==> src/rtl/mem_arb_pkg.sv <==
// Shared types and constants for the RAM port arbiter.
//   arb_state_t : arbiter FSM states (IDLE -> ISSUE -> [WAIT] -> IDLE)
//   req_id_t    : requester identity, C = processor control FSM, H = host loader
//   MAX_RD_LAT  : largest supported RAM read latency
//   WAIT_CNT_W  : width of the read-latency down-counter
package mem_arb_pkg;

  typedef enum logic [1:0] {
    ARB_IDLE  = 2'd0,
    ARB_ISSUE = 2'd1,
    ARB_WAIT  = 2'd2
  } arb_state_t;

  typedef enum logic {
    REQ_C = 1'b0,
    REQ_H = 1'b1
  } req_id_t;

  localparam int MAX_RD_LAT = 4;
  localparam int WAIT_CNT_W = $clog2(MAX_RD_LAT);

endpackage

==> src/rtl/mem_port_arbiter_rr_pick2.sv <==
// Two-way round-robin pick (purely combinational).
// Ports:
//   req[1:0]  in   request vector, bit 0 = C, bit 1 = H
//   last_id   in   requester granted most recently
//   win_id    out  chosen requester (only meaningful when any = 1)
//   any       out  at least one request present
// A lone request always wins; on a tie the requester that was not served
// last wins, which bounds every requester's wait to one foreign access.
module rr_pick2
  import mem_arb_pkg::*;
(
  input  logic [1:0] req,
  input  req_id_t    last_id,
  output req_id_t    win_id,
  output logic       any
);

  always_comb begin
    any    = |req;
    win_id = REQ_C;
    if (req == 2'b11) begin
      win_id = (last_id == REQ_C) ? REQ_H : REQ_C;
    end else if (req[1]) begin
      win_id = REQ_H;
    end
  end

endmodule

==> src/rtl/mem_port_arbiter.sv <==
// Shares one single-port synchronous RAM between the processor control FSM
// (requester C) and the host program loader (requester H). One access is in
// flight at a time; each requester gets its own grant and read-valid pulse.
// Ports:
//   clk, rst                      clock, asynchronous active-low reset
//   c_req/c_we/c_addr/c_wdata     processor request (held until c_gnt)
//   c_gnt, c_rvalid               processor grant / read-data-valid pulses
//   h_req/h_we/h_addr/h_wdata     host loader request (held until h_gnt)
//   h_gnt, h_rvalid               host loader grant / read-data-valid pulses
//   mem_q                         RAM read data
//   mem_addr/mem_wdata/mem_we     RAM address, write data, write enable
//   rdata                         read data to both requesters
//   busy                          arbiter not idle
module mem_port_arbiter
  import mem_arb_pkg::*;
#(
  parameter int ADDR_W = 7,
  parameter int DATA_W = 9,
  parameter int RD_LAT = 1
) (
  input  logic              clk,
  input  logic              rst,
  input  logic              c_req,
  input  logic              c_we,
  input  logic [ADDR_W-1:0] c_addr,
  input  logic [DATA_W-1:0] c_wdata,
  output logic              c_gnt,
  output logic              c_rvalid,
  input  logic              h_req,
  input  logic              h_we,
  input  logic [ADDR_W-1:0] h_addr,
  input  logic [DATA_W-1:0] h_wdata,
  output logic              h_gnt,
  output logic              h_rvalid,
  input  logic [DATA_W-1:0] mem_q,
  output logic [ADDR_W-1:0] mem_addr,
  output logic [DATA_W-1:0] mem_wdata,
  output logic              mem_we,
  output logic [DATA_W-1:0] rdata,
  output logic              busy
);

  if (RD_LAT < 1 || RD_LAT > MAX_RD_LAT) begin : g_bad_rd_lat
    $error("mem_port_arbiter: RD_LAT must be in 1..%0d", MAX_RD_LAT);
  end

  arb_state_t            state_q, state_d;
  req_id_t               last_id_q, last_id_d;
  req_id_t               sel_id_q, sel_id_d;
  logic [WAIT_CNT_W-1:0] wait_cnt_q, wait_cnt_d;
  logic [ADDR_W-1:0]     mem_addr_q, mem_addr_d;
  logic [DATA_W-1:0]     mem_wdata_q, mem_wdata_d;

  req_id_t               win_id;
  logic                  any_req;

  rr_pick2 u_pick (
    .req     ({h_req, c_req}),
    .last_id (last_id_q),
    .win_id  (win_id),
    .any     (any_req)
  );

  // Fields of the requester latched in IDLE. Requesters keep them stable
  // until granted, so muxing live inputs in ISSUE is safe.
  logic              sel_req;
  logic              sel_we;
  logic [ADDR_W-1:0] sel_addr;
  logic [DATA_W-1:0] sel_wdata;

  assign sel_req   = (sel_id_q == REQ_H) ? h_req   : c_req;
  assign sel_we    = (sel_id_q == REQ_H) ? h_we    : c_we;
  assign sel_addr  = (sel_id_q == REQ_H) ? h_addr  : c_addr;
  assign sel_wdata = (sel_id_q == REQ_H) ? h_wdata : c_wdata;

  // An ISSUE cycle whose winner has withdrawn does nothing at all.
  logic issue_ok;
  logic rd_done;

  assign issue_ok = (state_q == ARB_ISSUE) && sel_req;
  assign rd_done  = (state_q == ARB_WAIT) && (wait_cnt_q == '0);

  always_comb begin
    state_d     = state_q;
    last_id_d   = last_id_q;
    sel_id_d    = sel_id_q;
    wait_cnt_d  = wait_cnt_q;
    mem_addr_d  = mem_addr_q;
    mem_wdata_d = mem_wdata_q;
    case (state_q)
      ARB_IDLE: begin
        if (any_req) begin
          sel_id_d = win_id;
          state_d  = ARB_ISSUE;
        end
      end
      ARB_ISSUE: begin
        if (sel_req) begin
          last_id_d   = sel_id_q;
          mem_addr_d  = sel_addr;
          mem_wdata_d = sel_wdata;
          if (sel_we) begin
            state_d = ARB_IDLE;
          end else begin
            state_d    = ARB_WAIT;
            wait_cnt_d = WAIT_CNT_W'(RD_LAT - 1);
          end
        end else begin
          state_d = ARB_IDLE;
        end
      end
      ARB_WAIT: begin
        if (wait_cnt_q == '0) begin
          state_d = ARB_IDLE;
        end else begin
          wait_cnt_d = wait_cnt_q - WAIT_CNT_W'(1);
        end
      end
      default: begin
        state_d = ARB_IDLE;
      end
    endcase
  end

  always_ff @(posedge clk or negedge rst) begin
    if (!rst) begin
      state_q     <= ARB_IDLE;
      last_id_q   <= REQ_H;
      sel_id_q    <= REQ_C;
      wait_cnt_q  <= '0;
      mem_addr_q  <= '0;
      mem_wdata_q <= '0;
    end else begin
      state_q     <= state_d;
      last_id_q   <= last_id_d;
      sel_id_q    <= sel_id_d;
      wait_cnt_q  <= wait_cnt_d;
      mem_addr_q  <= mem_addr_d;
      mem_wdata_q <= mem_wdata_d;
    end
  end

  // Per-requester pulses: only the latched requester can see a pulse.
  logic [1:0] gnt_vec;
  logic [1:0] rvalid_vec;

  for (genvar gi = 0; gi < 2; gi++) begin : g_pulse
    localparam req_id_t ID = (gi == 0) ? REQ_C : REQ_H;
    assign gnt_vec[gi]    = issue_ok && (sel_id_q == ID);
    assign rvalid_vec[gi] = rd_done && (sel_id_q == ID);
  end

  assign c_gnt    = gnt_vec[0];
  assign h_gnt    = gnt_vec[1];
  assign c_rvalid = rvalid_vec[0];
  assign h_rvalid = rvalid_vec[1];

  // The RAM sees the new address/data during the ISSUE cycle itself and the
  // held copy at every other time, so its inputs never wander between accesses.
  assign mem_addr  = issue_ok ? sel_addr  : mem_addr_q;
  assign mem_wdata = issue_ok ? sel_wdata : mem_wdata_q;
  assign mem_we    = issue_ok && sel_we;
  assign rdata     = mem_q;
  assign busy      = (state_q != ARB_IDLE);

endmodule

==> config.mk <==
export PLATFORM = sky130hd
export DESIGN_NAME = mem_port_arbiter
export DESIGN_NICKNAME = d
export VERILOG_FILES = /design/src/rtl/mem_arb_pkg.sv /design/src/rtl/mem_port_arbiter_rr_pick2.sv /design/src/rtl/mem_port_arbiter.sv
export SDC_FILE = /design/constraint.sdc
export NUM_CORES = 1
export LEC_CHECK = 0
export CAP_MARGIN = 40
export CORE_ASPECT_RATIO = 1.25
export CORE_MARGIN = 2
export CORE_UTILIZATION = 31
export CTS_CLUSTER_SIZE = 8
export DETAILED_ROUTE_END_ITERATION = 10
export PLACE_DENSITY = 0.84
export SLEW_MARGIN = 20
export SYNTH_ARGS = -nofsm -noshare
export SYNTH_HDL_FRONTEND = slang
export SYNTH_SLANG_ARGS = --single-unit
==> constraint.sdc <==
create_clock -name clk -period 1.57 [get_ports clk]
set_input_delay 0.314 -clock clk [delete_from_list [all_inputs] [get_ports clk]]
set_output_delay 0.314 -clock clk [all_outputs]
set_load 0.02 [all_outputs]
* Yosys cells after proc, flatten, opt, wreduce, memory -nomap -nowiden
Index checks and enable logic that the tools add are counted.
** Word-level totals
- Bits in registers :: 22
- Bits in latches :: 0
- RAM bits :: 0
- Bits in read-only memories :: 0
- Input bits :: 47
- Output and inout port bits :: 31
- Logic and storage cells :: 50
- Memories kept :: 0
** Operators by class
- Add/sub/neg operators :: 1
- Multipliers :: 0
- Div/mod/pow operators :: 0
- $lt $le $gt $ge :: 0
- Equal/unequal tests :: 8
- Shift-type cells :: 0
- Muxes and demuxes :: 18
- Bitwise logic cells :: 1
- Reductions and logical operators :: 16
** Operators by type and width (number)
- 2-to-1 mux 9 bit :: 2
- 2-to-1 mux 2 bit :: 7
- 2-to-1 mux 7 bit :: 2
- inequality test 2 bit, second input constant :: 4
- logical AND 1 bit :: 7
- case mux 2 bit (3 select lines) :: 1
- AND reduction 2 bit :: 3
- 2-to-1 mux 1 bit :: 5
- equality test 2 bit, second input constant :: 2
- logical NOT 2 bit :: 2
- case mux 2 bit (2 select lines) :: 1
- AND reduction 4 bit :: 1
- nonzero test 2 bit :: 2
- equality test 2 x 1 -> 1 bit, second input constant :: 1
- inequality test 2 x 1 -> 1 bit, second input constant :: 1
- OR reduction 2 bit :: 1
- subtractor 2 x 1 -> 2 bit, second input constant :: 1
- inverter 1 bit :: 1

* Longest topological paths before layout
- Depth in word-level cells :: 4
- Depth in mapped cells :: 6
- Gate-level depth less buffers :: 5

* Hierarchy
From an unflattened synthesis, not the netlist that was laid out.
** Unflattened totals
- Cell total of the unflattened synthesis :: 110
- Area, all modules :: 1136.1 um^2
** Modules (own cells, without submodules)
- mem_port_arbiter :: times used 1, cells each 108, area an instance 1122.3 um^2, seq. area each 551.8 um^2
- rr_pick2 :: times used 1, cells each 2, area an instance 13.8 um^2, seq. area each 0.0 um^2

* Worst setup path after synthesis
OpenSTA, ideal clock, no wires.
- Kind :: reg2out
- Start :: register sel_id_q
- End :: output port mem_addr[0]
- Arrival :: 1414 ps
- Required time :: 1256 ps
- Slack :: -158 ps
- Stages on the path, launching flop included :: 7
- Buffers on the path :: 3
- Cell sequence :: dfrtp_1 > buf_4 > and4b_1 > buf_2 > buf_4 > a22oi_1 > o21ai_0
** Between the ends
- Cells in the longest elaborated chain, start to end :: 3
- Elaborated cells between the ends (all ways) :: 4
- Classes of those cells :: mux (3); reduce/logical (1)
** RTL lines
- start, declared :: line mem_port_arbiter.sv:49 : req_id_t sel_id_q, sel_id_d;
- start signal, assigned :: line mem_port_arbiter.sv:136 : sel_id_q <= sel_id_d;
- 2-to-1 mux 1 bit :: line mem_port_arbiter.sv:71 : assign sel_req = (sel_id_q == REQ_H) ? h_req : c_req;
- logical AND 1 bit :: line mem_port_arbiter.sv:80 : assign issue_ok = (state_q == ARB_ISSUE) && sel_req;
- 2-to-1 mux 7 bit * :: line mem_port_arbiter.sv:160 : assign mem_addr = issue_ok ? sel_addr : mem_addr_q;
- end, declared :: line mem_port_arbiter.sv:36 : output logic [ADDR_W-1:0] mem_addr,
Every way passes the cells marked *; elsewhere a longest branch is shown, timed or not.

* Worst setup path in the final report
- Start :: register sel_id_q
- End :: output port mem_addr[1]
The elaborated chain is that of the path after synthesis.

==> metrics.yaml <==
ys.flop_type: "dfrtp_1"
p_sw_frac: 0.4130
die_y_um: 71.31
vdd_ir_drop_max_v: 0.001257
io_buffers: 59
ant_nets: 0
dp_hpwl_mm: 2.364
ys_ff_latch: 22
grt_pass1_wl_mm: 5.699
period_needed_ns: 1.949
wirelength_mm: 3.577
synth_nets: 160
grt_start_max_net_pins: 23
place_area_um2: 1836
avgRoutedWirePerCell_um: 16.33
seq_area_frac_synth: 0.4911
area_growth_pct: 89.53
seq_power_share: 0.224
drt-pass1-iter-count: 4
critPathBufInv: 3
p_per_area_nw_per_um2: 2039
clockRootBuffer: "clkbuf_8"
rsz0062_at_grt: "yes"
leakagePower_nw: 0.9303
r2r_slack_ns: 0.04
clockBufferDepth: 2
diodes: 0
synth.cell_area_um2: 1124
max_slew_margin: 0.7599
fin_nets: 229
setup.worst_path.start: "sel_id_q"
drive_gt1_frac: 0.5111
htree_levels: 1
avgSynthCellArea_um2: 10.03
slowest_stage: "dfrtp_1"
status: "finished with violations"
slowest_delay_ns: 0.44
clock_sinks: 22
drv_slew: 0
rows: 24
critPathKind: "flop to output port"
die_area_um2: 4125
violations: "setup timing"
p_int_w: 0.002549
whs_ns: 0.4184
hold_viol: 0
track_usage: 0.1723
arrival_ns: 1.64
setup_tns_ns: -6.382
fillCellCount: 287
drc: 0
period_share: 1.242
synth_top_area_frac: 0.4677
p_sw_w: 0.001793
synth-async-reset-ratio: 1.000
start_util: 0.3226
clock_power_share: 0.080
crit_family: "flip-flops"
p_comb_frac: 0.696
fmax_ghz: 0.5130
fp.coreArea_um2: 3483
drt_iter0_markers: 21
gr-total-overflow: 0
crit_fanout: 10
synth_cells: 112
synthTopCellsByArea: "dfrtp_1 47%, a22oi_1 11%, buf_4 7.3%, o21ai_0 7.1%, inv_1 6.7%"
hold_path_class: "input pin to async pin"
cts_tree: "built"
via_per_inst: 4.995
place.gp.congestion: 0.7969
skew_ns: 0.001030
fp.dieW_um: 57.85
rr_startpoint: "sel_id_q"
start_kind: "flop"
synth-edff-count: 0
yosysTopAreaCell: "dfrtp_1"
power.total_w: 0.004343
io_pins: 78
setup_viol: 20
cp.required_ns: 1.26
cp-end-kind: "output port"
rr_worst_depth: 6
clkTransAtPathRegs_ns: 0.08
synth.distinct_cells: 25
max_cap_viol_count: 0
timing.final.ws_setup_ns: -0.3792
yosysWarnings: 0
worst_pin_slew_ns: 0.3501
vias: 1094
grt_pass1_vias: 1215
clk-insertion-delay-late_ns: 0.25
cts_inserted_buffers: 3
dp_slack_ns: -0.8842
antenna_found_initial: 0
path_cells: "mux2i_2, nor3b_2, buf_4, buf_12, o21ai_2, buf_6"
worstReg2RegEnd: "state_q[1]"
stdcell_area_um2: 2130
==> worst max-delay path by stage <==
stage / depth (start not counted) / slack, ns / endpoint
2_1_floorplan: 5 / -0.12 / mem_addr[6]
4_1_cts: 6 / -0.32 / mem_we
3_5_place_dp: 6 / -0.88 / mem_wdata[4]
5_1_grt: 6 / -0.46 / mem_addr[1]
6_report: 6 / -0.38 / mem_addr[1]
3_3_place_gp: 6 / -0.83 / mem_addr[0]
==> layer usage <==
metal  routed length [um]  part of all wire  up-vias  track usage
met5                    0                 0        -            0
met4                   36             0.010        0      0.03101
met3                  243             0.068        4      0.04693
met2                 1939              0.54       53       0.3043
met1                 1358              0.38      527       0.2102
li1                     -                 -      510            -
==> synth_stat cells (2+ instances only) <==
library cell / n
buf_4: 11
dfrtp_1: 21
nor2_1: 3
o21ai_0: 16
a22oi_1: 16
buf_2: 4
mux2i_1: 2
a31oi_1: 2
and4b_1: 2
inv_1: 20
==> stage by stage <==
stage                     std cells    util
after floorplan                 112       -
after global placement          209  0.5269
after detailed placement        209  0.5269
after CTS                       217  0.5761
after global routing            219  0.6114
final                           219  0.6114
==> layout make-up <==
type / instances / area (um^2) / area share
timing repair buffer: 80 / 785.8 / 0.3690
multi-input combinational: 54 / 623.1 / 0.2926
sequential: 22 / 551.8 / 0.2591
inverter: 20 / 75.07 / 0.03525
tap: 39 / 48.80 / 0.02291
clock buffer: 4 / 45.04 / 0.02115
==> worst reg2reg max path: cells and delay by family (launching register included) <==
kind	cells	cell delay, ns
and+or+nand+nor	1	0.08
buffers and inverters	3	0.45
DFF	1	0.44
AOI/OAI and AO/OA	1	0.18
muxes	1	0.28
==> flip-flops by register name, summed over array words and instances (netlist names) <==
name	count
state_q	2
wait_cnt_q	2
mem_addr_q	7
last_id_q	1
mem_wdata_q	9
sel_id_q	1
==> power by group through the flow <==
stage | sequential, W | clock, W | combinational (W)
2_1_floorplan | 0.000937 | 0 | 0.00136
3_3_place_gp | 0.000949 | 0 | 0.00231
3_5_place_dp | 0.000968 | 0 | 0.00237
4_1_cts | 0.000957 | 0.000359 | 0.00273
5_1_grt | 0.000992 | 0.000392 | 0.00323
6_report | 0.000972 | 0.000348 | 0.00302
==> what timing repair did <==
item | 4_1_cts | 5_1_grt
resized for setup | 163 | 23
gates cloned | 1 | 0
buffers inserted | 3 | 2
hold buffers | 0 | 0
setup endpoints to repair | 22 | 22
pin swaps | 10 | 5
==> kinds of logic (layout without fill, tap and decap cells) <==
| kind of cell | count (synthesis) | count (layout) | share of synthesized area |
|---|---|---|---|
| buffers and inverters | 36 | 104 | 0.1682 |
| AO/OA/AOI/OAI | 38 | 38 | 0.2172 |
| multiplexers | 3 | 3 | 0.03118 |
| AND/OR/NAND/NOR | 11 | 11 | 0.07350 |
| adder cells (fa/ha/maj) | 1 | 1 | 0.01113 |
| flip-flops | 22 | 22 | 0.4911 |
| XOR/XNOR | 1 | 1 | 0.007797 |
==> placed cells by master, fill, tap and decap left out, drive strengths merged, types with 2 or more instances in the layout <==
| master | count |
|---|---|
| buf | 43 |
| clkdlybuf4s50 | 35 |
| dfrtp | 21 |
| inv | 20 |
| a22oi | 16 |
| o21ai | 16 |
| clkbuf | 4 |
| nor2 | 3 |
| a31oi | 2 |
| dlygate4sd2 | 2 |
| mux2i | 2 |
| and4b | 2 |
| a21oi | 2 |
Power figures use the tool's default switching activity.
==> edit 1 (same flow settings) <==
Reset style: synchronous (`rst`), changed in one clocked block. Comments in the files are not updated.
--- a/src/rtl/mem_port_arbiter.sv
+++ b/src/rtl/mem_port_arbiter.sv
@@ -124,3 +124,3 @@
 
-  always_ff @(posedge clk or negedge rst) begin
+  always_ff @(posedge clk) begin
     if (!rst) begin
Function: differs if rst is asserted again (counterexample within 4 cycles, from zero or initial values and one cycle with rst low); with rst held inactive, the same outputs for 10 cycles.
==> edit 1 against the unedited design <==
The flow still finishes with violations (negative setup slack); setup slack better by 0.10 ns; global-route usage is 2.0 points lower; area after synthesis is 24% higher; final cell count is 30% higher; sequential cell count stayed put; routed wire length is 14% higher; count of clock-buffer cells in the layout stayed put; final area is 17% higher.
Power is left out: it rests on default switching activity, and per cell area and clock period it moved more than threefold.
==> edit 1: results (changes against the unedited design) <==
.. list-table::
   :header-rows: 1

   * - Metric
     - Value
   * - Result of the run
     - finished, violations left
   * - Failing checks
     - negative setup slack
   * - Capturing element of the worst setup path
     - mem_wdata[1]
   * - Post-synthesis sequential area ratio
     - 0.3168 (-0.1743)
   * - Slowest cell on the critical path
     - dfxtp_2
   * - Met2 capacity usage during global routing
     - 0.2906 (-0.01367)
   * - Final count of negative-setup-slack endpoints
     - 19 (-5.0%)
   * - Routed length per instance
     - 14.31 um (-12%)
   * - Ratio of routed vias to standard cells
     - 4.676 (-6.4%)
   * - Vias in the first global route
     - 1,288 (+6.0%)
   * - Synthesized area divided by synthesized cell count
     - 10.30 um2 (+2.6%)
   * - Worst reg2reg endpoint
     - mem_wdata_q[7]$_SDFFE_PN0N_
   * - Worst hold-check path type
     - flip-flop to flip-flop
   * - Worst setup timing slack at the placement stage
     - -0.9282 ns (-0.04402 ns)
   * - Drt initial violations
     - 26 (+24%)
   * - Max FO, Critical Path
     - 4 (-6)
   * - Maximum buffer depth of the clock tree
     - 2 (unchanged)
   * - Total GRT Usage
     - 0.1527 (-0.01962)
   * - Total Routed Length
     - 4064 um (+14%)
   * - WP data arrival
     - 1.54 ns (-0.10 ns)
   * - Register-to-register setup slack
     - 0.09 ns (+0.05 ns)
   * - Net count after synthesis
     - 183 (+14%)
   * - Pin count of the biggest net entering global routing
     - 20 (-13%)
   * - Top Family by Delay on Critical Path
     - buffers and inverters
   * - Global routing met3 resource utilization
     - 0.01983 (-0.02710)
   * - Fraction of layout cells with a size suffix above 1
     - 0.5265 (+0.01544)
   * - Worst clock skew
     - 0.003849 ns (+0.002820 ns)
   * - Critical Path Max Stage Delay
     - 0.36 ns (-0.08 ns)
   * - Slew at the pin closest to its max-slew limit
     - 0.2737 ns (-0.07641 ns)
   * - First-pass GRT wire length
     - 6051 um (+6.2%)
   * - Start-to-end type of the worst setup path
     - flip-flop to output port
   * - Number of distinct library cell variants in the gate-level netlist after synthesis
     - 33 (+32%)
   * - Gp weighted congestion
     - 0.7383 (-7.4%)
   * - HPWL after detailed placement
     - 2517 um (+6.5%)
   * - Met1 capacity usage during global routing
     - 0.1719 (-0.03823)
   * - Cts bufs inserted
     - 3 (unchanged)
   * - Origin of the critical flop-to-flop path
     - state_q[1]$_SDFFE_PN0P_
   * - # nets final
     - 275 (+20%)
   * - Worst reg2reg path depth
     - 7 (+1)
   * - Top cells by instance count after synthesis
     - dfxtp_1, nand2_1, buf_4, o21ai_0, a22oi_4
   * - Crit path setup slack, layout
     - -0.2791 ns (+0.1001 ns)
   * - Placed inst area
     - 2153 um2 (+17%)
   * - Async S/R FF share, synth
     - 0 (-1.000)
   * - Cells after DPL
     - 263 (+26%)
   * - Cell taking the most area after synthesis
     - dfxtp_1
   * - Critical path startpoint
     - sel_id_q$_SDFFE_PN0P_
   * - Largest cells by area after synthesis
     - dfxtp_1, a22oi_4, a21boi_2
## edit 1: changes by cell type after synthesis, moves of 9 or more
cell     delta
a22oi_1     -9
nand2_1    +18
dfrtp_1    -21
a22oi_4     +9
dfxtp_1    +22
inv_1      -17
## edit 1: kinds of logic (layout without fill, tap and decap cells)
group	count (synthesis)	in the layout	share of synthesized area
adders and majority gates	1	1	0.008999
and+or+nand+nor	34	34	0.1350
DFF	22	22	0.3168
muxes	2	2	0.01710
buffers and inverters	21	112	0.1233
AOI/OAI and AO/OA	55	55	0.3987
## edit 1: timing repair
action / 4_1_cts / 5_1_grt
pin swaps: 12 / 7
resized for setup: 128 / 16
cloned: 3 / 2
setup endpoints to repair: 23 / 21
setup buffers: 8 / 4
hold buffers: 0 / 0
## edit 1: metal layers
| layer | vias up | part of all wire |
|---|---|---|
| li1 | 667 | - |
| met1 | 615 | 0.38 |
| met2 | 40 | 0.55 |
| met3 | 6 | 0.053 |
| met4 | 0 | 0.012 |
| met5 | - | 0 |
## edit 1: stage by stage
step / utilization / hold WS, ns / TNS, ns
final: 0.5699 / 0.4641 / -4.190
after global routing: 0.5699 / 0.4850 / -5.445
after CTS: 0.5446 / 0.4720 / -4.369
after detailed placement: 0.4941 / 0.4602 / -20.28
after global placement: 0.4941 / 0.4435 / -17.97
after floorplan: - / 0.4351 / -0.004022
## edit 1: cell type report
type,instances,area (um2)
Clock buffer,4,55.05
Tap cell,58,72.57
Sequential cell,22,445.4
Fill cell,370,1874
Multi-Input combinational cell,92,857.1
Inverter,3,11.26
Timing Repair Buffer,105,1042
## edit 1: worst reg2reg max path: stages, from the launching register on
cell      delay [ns]
dfxtp_2         0.34
and4b_4         0.39
buf_12          0.14
buf_16          0.13
a22oi_4         0.08
buf_4           0.13
buf_4           0.12
a21boi_2        0.09
==> edit 2 (same settings) <==
Without the edit above. Change the parameter `DATA_W` from 9 to 11.
--- a/src/rtl/mem_port_arbiter.sv
+++ b/src/rtl/mem_port_arbiter.sv
@@ -17,3 +17,3 @@
   parameter int ADDR_W = 7,
-  parameter int DATA_W = 9,
+  parameter int DATA_W = 11,
   parameter int RD_LAT = 1
Interface: changed (5 resized); port bits go from 78 to 88. The function was not compared with the original's and may differ.
==> edit 2 against the unedited design <==
The run still ends with negative setup slack left; sequential cell count grew 2; worst hold slack lost 0.0011 ns; highest routed layer unchanged; critical path depth is the same; combinational power grew 29%; routed wire length grew 5.5%; power grew 27%; area after synthesis grew 8.6%; global-route usage shrank 1.1 points; maximum frequency grew 0.41%; setup slack gained 0.0080 ns; final area grew 21%.
==> edit 2: results (changes against the unedited design) <==
.. list-table::
   :header-rows: 1

   * - Metric
     - Value
   * - Drt initial violations
     - 25 (+19%)
   * - Post-synthesis compound-gate area fraction
     - 0.2205 (+0.003364)
   * - Global routing met3 resource utilization
     - 0.02609 (-0.02084)
   * - Final count of negative-setup-slack endpoints
     - 23 (+15%)
   * - Net switching power of the design
     - 2.113 mW (+18%)
   * - Total GRT Usage
     - 0.1608 (-0.01143)
   * - Async S/R FF share, synth
     - 1.000 (unchanged)
   * - Maximum VDD drop
     - 0.9227 mV (-27%)
   * - Met1 capacity usage during global routing
     - 0.1886 (-0.02157)
   * - Combinational cell fraction of total power
     - 0.711 (+0.015)
   * - Clock tree root driver cell
     - clkbuf_8
   * - Top flop regs
     - mem_wdata_q: 11 flops, mem_addr_q: 7 flops
   * - Fraction of synthesized area in multiplexers
     - 0.02872 (-0.002462)
   * - Capturing element of the worst setup path
     - mem_we
   * - Gp weighted congestion
     - 0.7025 (-12%)
   * - Top cells by instance count after synthesis
     - dfrtp_1, inv_1, a22oi_1, o21ai_0, buf_4
   * - Instance count of the mapped netlist
     - 122 (+8.9%)
   * - # nets final
     - 258 (+13%)
   * - Total Routed Length
     - 3775 um (+5.5%)
   * - Worst hold margin
     - 0.4174 ns (-0.001058 ns)
   * - Seq pwr share
     - 0.191 (-0.033)
   * - Register-to-register setup slack
     - 0.01 ns (-0.03 ns)
   * - HPWL after detailed placement
     - 2282 um (-3.5%)
   * - Failing checks
     - negative setup slack
   * - First-pass GRT wire length
     - 5437 um (-4.6%)
   * - Placed inst area
     - 2051 um2 (+12%)
   * - Fraction of layout cells with a size suffix above 1
     - 0.5271 (+0.01598)
   * - Aggregate negative setup slack
     - -6.977 ns (-0.5950 ns)
   * - Pin count of the biggest net entering global routing
     - 25 (+8.7%)
   * - Adder-cell share of the synthesized area
     - 0.01026 (-0.0008794)
   * - Met2 capacity usage during global routing
     - 0.2995 (-0.004776)
   * - Crit path setup slack, layout
     - -0.3712 ns (+0.008048 ns)
   * - Post-synthesis sequential area ratio
     - 0.4933 (+0.002242)
   * - Clock-pin slew reported for the worst setup and hold paths after clock tree synthesis
     - 0.09 ns
   * - Slowest cell on the critical path
     - dfrtp_2
   * - Worst reg2reg path depth
     - 7 (+1)
   * - Largest cells by area after synthesis
     - dfrtp_1, a22oi_1, o21ai_0
   * - Worst clock skew
     - 0.003945 ns (+0.002915 ns)
   * - Vias in the first global route
     - 1,225 (+0.82%)
   * - Post-synthesis cell area
     - 1220 um2 (+8.6%)
   * - Net count after synthesis
     - 176 (+10%)
   * - Result of the run
     - finished, violations left
   * - Max FO, Critical Path
     - 6 (-4)
   * - Number of distinct library cell variants in the gate-level netlist after synthesis
     - 27 (+8.0%)
   * - Power in combinational cells
     - 3.91 mW (+29%)
   * - Routed length per instance
     - 14.69 um (-10%)
   * - Slew margin rel.
     - 0.7413 (-0.01864)
   * - Cells after DPL
     - 245 (+17%)
   * - Worst setup timing slack at the placement stage
     - -0.9367 ns (-0.05254 ns)
   * - Cell leakage power
     - 1.099 nW (+18%)
   * - Count of buffers inserted at the top-level ports
     - 65 (+10%)
edit 2: layer usage:
metal  vias to the layer above  wire, um
met5                         -         0
met4                         0        20
met3                         2       205
met2                        43      2159
met1                       596      1390
li1                        568         -
edit 2: what timing repair did:
| action | CTS | global route |
|---|---|---|
| endpoints found under the hold margin | 0 | 0 |
| hold buffers | 0 | 0 |
| resized for setup | 190 | 40 |
| pin swaps | 8 | 5 |
| buffers inserted | 5 | 3 |
| endpoints found under the setup margin | 24 | 28 |
| cloned | 1 | 1 |
edit 2: kinds of logic after synthesis:
kind of cell	Yosys count
adder cells (fa/ha/maj)	1
flip-flops	24
AO/OA/AOI/OAI	42
multiplexers	3
buffers and inverters	40
XOR/XNOR	1
AND/OR/NAND/NOR	11
edit 2: cell type report:
class                   instances  area (um2)
repair buffers                 95        1017
multi-input cells              58       724.4
well taps                      54       67.56
clock inverters                 1       30.03
fillers                       272        1219
flip-flops and latches         24       603.1
inverters                      22       82.58
clock buffers                   3       41.29
